File: src/rtl/trace_pkg.sv
// Shared record layout and kind codes for the retire-event trace buffer.
package trace_pkg;

   localparam logic KIND_GRF = 1'b0;
   localparam logic KIND_DM  = 1'b1;

   typedef struct packed {
      logic        kind;
      logic [31:0] pc;
      logic [31:0] addr;
      logic [31:0] data;
   } trace_rec_t;

endpackage

File: src/rtl/trace_fifo_2w1r.sv
// Circular record store with two in-order write ports and one read port.
// wr1 lands in the slot after wr0 and is only legal when wr0 is also enabled.
module trace_fifo_2w1r
   import trace_pkg::*;
#(
   parameter int DEPTH = 16,
   parameter int PTR_W = $clog2(DEPTH)
) (
   input  logic             clk,
   input  logic             reset,
   input  logic             wr0_en,
   input  trace_rec_t       wr0_rec,
   input  logic             wr1_en,
   input  trace_rec_t       wr1_rec,
   input  logic             rd_en,
   output trace_rec_t       rd_rec,
   output logic [PTR_W:0]   count
);

   localparam int CNT_W = PTR_W + 1;

   trace_rec_t             mem [DEPTH];
   logic       [PTR_W-1:0] wr_ptr;
   logic       [PTR_W-1:0] rd_ptr;
   logic       [PTR_W-1:0] wr1_ptr;

   assign wr1_ptr = wr_ptr + PTR_W'(1);
   assign rd_rec  = mem[rd_ptr];

   // Storage carries no reset; occupancy alone decides what is valid.
   always_ff @(posedge clk) begin
      if (wr0_en) mem[wr_ptr]  <= wr0_rec;
      if (wr1_en) mem[wr1_ptr] <= wr1_rec;
   end

   always_ff @(posedge clk or negedge reset) begin
      if (!reset) begin
         wr_ptr <= '0;
         rd_ptr <= '0;
         count  <= '0;
      end else begin
         wr_ptr <= wr_ptr + PTR_W'(wr0_en) + PTR_W'(wr1_en);
         rd_ptr <= rd_ptr + PTR_W'(rd_en);
         count  <= count + CNT_W'(wr0_en) + CNT_W'(wr1_en) - CNT_W'(rd_en);
      end
   end

endmodule

File: src/rtl/wb_trace_fifo.sv
// Buffers GRF (W stage) and DM (M stage) writes in program order and streams
// them out as records; stalls the core when a two-event cycle might not fit.
module wb_trace_fifo
   import trace_pkg::*;
#(
   parameter int DEPTH = 16,
   parameter int PTR_W = $clog2(DEPTH)
) (
   input  logic        clk,
   input  logic        reset,
   input  logic        grf_we,
   input  logic [31:0] grf_pc,
   input  logic [4:0]  grf_addr,
   input  logic [31:0] grf_data,
   input  logic        dm_we,
   input  logic [31:0] dm_pc,
   input  logic [31:0] dm_addr,
   input  logic [31:0] dm_data,
   output logic        out_valid,
   input  logic        out_ready,
   output logic        out_kind,
   output logic [31:0] out_pc,
   output logic [31:0] out_addr,
   output logic [31:0] out_data,
   output logic        trace_stall,
   output logic        overflow,
   output logic [31:0] evt_count
);

   localparam int              CNT_W   = PTR_W + 1;
   localparam logic [CNT_W-1:0] DEPTH_C = CNT_W'(DEPTH);

   logic             grf_ev;
   logic             dm_ev;
   logic             pop;
   logic [CNT_W-1:0] count;
   logic [CNT_W-1:0] free;
   logic [CNT_W-1:0] room;
   logic             wr0_en;
   logic             wr1_en;
   logic             drop;
   trace_rec_t       grf_rec;
   trace_rec_t       dm_rec;
   trace_rec_t       wr0_rec;
   trace_rec_t       head;

   // Writes to $0 never change architectural state, so they are not traced.
   assign grf_ev  = grf_we && (grf_addr != 5'd0);
   assign dm_ev   = dm_we;
   assign grf_rec = '{kind: KIND_GRF, pc: grf_pc, addr: {27'b0, grf_addr}, data: grf_data};
   assign dm_rec  = '{kind: KIND_DM,  pc: dm_pc,  addr: dm_addr,          data: dm_data};

   assign pop  = out_valid && out_ready;
   assign free = DEPTH_C - count;
   assign room = free + CNT_W'(pop);

   // The older GRF event claims the first slot; DM follows in the next one.
   always_comb begin
      wr0_rec = grf_ev ? grf_rec : dm_rec;
      wr0_en  = (grf_ev || dm_ev) && (room != '0);
      wr1_en  = grf_ev && dm_ev && (room >= CNT_W'(2));
      drop    = ((grf_ev || dm_ev) && !wr0_en) || (grf_ev && dm_ev && !wr1_en);
   end

   trace_fifo_2w1r #(
      .DEPTH (DEPTH),
      .PTR_W (PTR_W)
   ) u_fifo (
      .clk     (clk),
      .reset   (reset),
      .wr0_en  (wr0_en),
      .wr0_rec (wr0_rec),
      .wr1_en  (wr1_en),
      .wr1_rec (dm_rec),
      .rd_en   (pop),
      .rd_rec  (head),
      .count   (count)
   );

   assign out_valid   = (count != '0);
   assign out_kind    = out_valid ? head.kind : 1'b0;
   assign out_pc      = out_valid ? head.pc   : 32'd0;
   assign out_addr    = out_valid ? head.addr : 32'd0;
   assign out_data    = out_valid ? head.data : 32'd0;
   assign trace_stall = (free < CNT_W'(2));

   always_ff @(posedge clk or negedge reset) begin
      if (!reset) begin
         overflow  <= 1'b0;
         evt_count <= 32'd0;
      end else begin
         if (drop) overflow <= 1'b1;
         evt_count <= evt_count + 32'(wr0_en) + 32'(wr1_en);
      end
   end

endmodule

File: config.mk
export PLATFORM = sky130hd
export DESIGN_NAME = wb_trace_fifo
export DESIGN_NICKNAME = d
export VERILOG_FILES = /design/src/rtl/trace_pkg.sv /design/src/rtl/trace_fifo_2w1r.sv /design/src/rtl/wb_trace_fifo.sv
export SDC_FILE = /design/constraint.sdc
export NUM_CORES = 2
export LEC_CHECK = 0
export CAP_MARGIN = 20
export CORE_MARGIN = 8
export CORE_UTILIZATION = 55
export DETAILED_ROUTE_END_ITERATION = 10
export PLACE_DENSITY = 0.73
export RECOVER_POWER = 50
export SYNTH_ARGS = -nofsm -noshare
export SYNTH_HDL_FRONTEND = slang
export SYNTH_SLANG_ARGS = --single-unit
File: constraint.sdc
create_clock -name clk -period 15.6 [get_ports clk]
set_input_delay 2.34 -clock clk [delete_from_list [all_inputs] [get_ports clk]]
set_output_delay 2.34 -clock clk [all_outputs]
set_load 0.01 [all_outputs]
==> impl_results.md <==
- Outcome: finished with violations
- Violated checks: capacitance limit, slew limit
- Worst-Skew Late Latency: 0.81 ns
- Data required, critical path: 16.21 ns
- Top-level I/O count: between 300 and 400
- Initial antenna violation count: 14
- Critical Path End Type: flop
- Initial DRC count: ~7900
- Asr flop ratio synth: 2.879%
- First drt pass iteration count: 8
- Mux contribution to synthesized area: 15.08%
- Via density: 7.307
- Unique masters post-synth: 55
- Worst hold path depth: 2
- Ys Warns: 0
- Cts bufs inserted: 164
- Fin nets: 5055
- Max frequency: 88.21 MHz
- Tmin final: around 11 ns
- Grt total ovfl: 0
- Syn Nets: 5096
- Clk sink count: 1598
- Post-cts resize count: 0
- Pwr/cell area: 193.1 nW/um2
- Top cells by count, synth: edfxtp_1 (1536), o2bb2ai_1 (1104), mux4_2 (485)
- Die footprint: between 150000 and 200000 um2
- DP Wirelength: 126.3 mm
- Worst clock skew: ~0.037 ns
- Max-slew headroom: -197.0%
- Yosys top cell area share: between 50% and 60%
- Post-Synth Simple-Gate Area: 5.545%
- Adder-cell area share of the yosys netlist: 0.3434%
- Crit Path Class: in2reg
- Crit Path Max Fanout: 55
- Hold WS: 0.4671 ns
- Type of origin of the critical path: primary input
- Unrepaired setup endpoints after global routing: no
- Max-Cap Viols: between 50 and 60
- Rows: 137
- Yosys reg bits: 1598
- Mapped Avg Cell Area: approximately 16 um2
- Register-to-Register Path Depth: 14
- R2R Path End: u_fifo.mem[6][73]
- # Post-CTS Setup Buffers: 0
- Synth Flop Type: edfxtp_1
- CTS tree: done
- Final wirelength: 239.1 mm
- DR WL/cell: 34.75 um
- R2R setup slack: 6.42 ns
- Worst slew pin tran: 4.455 ns
- Max-slew violations: 1828
- Placed insts: between 6000 and 7000
- Synth area leaders: edfxtp_1 (60%), mux4_2 (14%), o2bb2ai_1 (13%), clkbuf_1 (2.1%), dfrtp_1 (1.5%)
- Setup TNS: 0 ns
- Area grow syn2layout: 11.92%
- Synth Instances: between 4000 and 5000
- Via count: ~50000
- Total Routing Usage GR: 30.74%
- Hold Violations, Final: 0
- Layout Cells excl Fill: a little under 7000
- Final period utilization: 72.67%
- Post-synth EDFFs: 1536
- Die Wd: 390.7 um
- Die extent in y: 390.7 um
- Worst r2r src: u_fifo.count[0]
- Clock transition at the registers of the reported paths: approximately 0.060 ns
- Area of the core: 139500 um2
- Synth Cell Area: about 77000 um2
- # hold bufs at CTS: 0
- Initial Util: between 50% and 60%
- Clock tree buffer depth: 3
- Synth Area in Compound Gates: 13.22%
- RePlAce Congestion: around 0.83
- Share of cells above drive strength 1: about 17%
- Residual DRC: 0
- Cell taking the most area after synthesis: edfxtp_1
- Max H-tree Level: 4
- Vias in the first global route: 50394
- Seq/Total Area, Yosys: 61.63%
- CP Data Arrival Time: between 10 and 15 ns
- Hold endpoint: u_fifo.mem[2][96]
- Largest net degree at the start of global routing: 156
- Final setup violation count: 0
- Largest family of logic cells by synthesized area: multiplexers
- CTS root buffer: clkbuf_16
- Maximum vdd ir drop: 0.0001857 V
- Global-route wire length before repair: 347.9 mm
- Routed Antenna Nets: 0
- # port buffers: approximately 300
- Leakage power: 26.83 nW
- Hold Path Class: reg2reg
- Worst Hold Launch: u_fifo.mem[2][96]
- Most common cell in the netlist: edfxtp_1
- XOR/XNOR share of the synthesized area: 0.5006%
-- sequential cells by signal, summed over array words and instances, names as in the netlist --
register       cells
u_fifo.mem      1552
evt_count         32
u_fifo.count       5
u_fifo.rd_ptr      4
u_fifo.wr_ptr      4
overflow           1
-- stage by stage --
stage	power (mW)	instance area, um2	worst slack [ns]	utilization (%)
after floorplan	10.23	77230	4.434	-
after global placement	12.75	81400	7.181	58.34
after detailed placement	12.86	81580	7.178	58.47
after CTS	16.64	86720	7.703	62.15
after global routing	17.18	86430	4.249	61.95
final	16.69	86440	4.263	61.95
-- critical path: stages --
cell	delay, ns
dlygate4sd3_1	0.75
or4_1	0.22
o21ai_0	1.27
a21o_1	0.61
o21a_1	0.17
clkbuf_1	0.37
nor3_1	2.59
clkbuf_1	3.27
o2bb2ai_1	0.26
-- report_power, final --
group | switching, mW | total [mW] | internal, mW
logic | 3.90 | 6.69 | 2.79
clock network | 1.68 | 3.82 | 2.14
registers | 0.346 | 6.19 | 5.84
-- placed cells by master, fill, tap and decap left out, types with 10 or more instances in the layout --
cell type        count
edfxtp_1          1536
o2bb2ai_1         1104
mux4_2             485
clkdlybuf4s50_1    263
nor2_1             242
clkbuf_16          172
and2_1             169
nor3_1             116
nand3_1            110
nand2_1             98
clkbuf_1            98
buf_4               82
mux2i_1             61
dfrtp_1             41
clkinv_1            36
dlygate4sd3_1       36
nor2b_1             30
xnor2_1             28
nor3b_1             27
clkinv_2            25
and3_1              19
dfxtp_1             16
o211ai_1            15
and2_0              14
ha_1                14
xor2_1              13
inv_1               10
-- layer usage --
metal / vias up / GRT usage (%) / routed length [um]
met5: - / 0 / 9
li1: 20071 / - / -
met3: 602 / 8.913 / 32450
met4: 2 / 12.12 / 9540
met2: 3975 / 47.95 / 111600
met1: 25623 / 41.09 / 85470
-- how the worst max path moves through the flow --
stage / start / to / depth (start not counted)
floorplan: out_ready / u_fifo.mem[11][0] / 8
global placement: out_ready / u_fifo.mem[6][73] / 10
detailed placement: out_ready / u_fifo.mem[6][73] / 10
CTS: u_fifo.rd_ptr[1] / out_addr[4] / 6
global route: grf_addr[1] / u_fifo.mem[8][53] / 10
finish: grf_addr[1] / u_fifo.mem[6][73] / 9
-- cells by family (layout without fill, tap and decap cells) --
| logic type | Yosys count | in the layout |
|---|---|---|
| other | 0 | 6 |
| and+or+nand+nor | 854 | 854 |
| muxes | 556 | 556 |
| AOI/OAI and AO/OA | 1160 | 1160 |
| adders and majority gates | 19 | 19 |
| xor gates and xnor gates | 42 | 42 |
| DFF | 1598 | 1598 |
| buffers and inverters | 679 | 769 |
-- cell type report --
type	instances	area (um2)
antenna	6	15.01
clock buffer	215	4546
clock inverter	82	595.6
fill	10014	53090
inverter	12	46.29
multi-input combinational	2631	27080
sequential	1598	47610
tap	1876	2347
timing repair buffer	460	4199
Note: power is estimated with default switching activity, not from simulation.
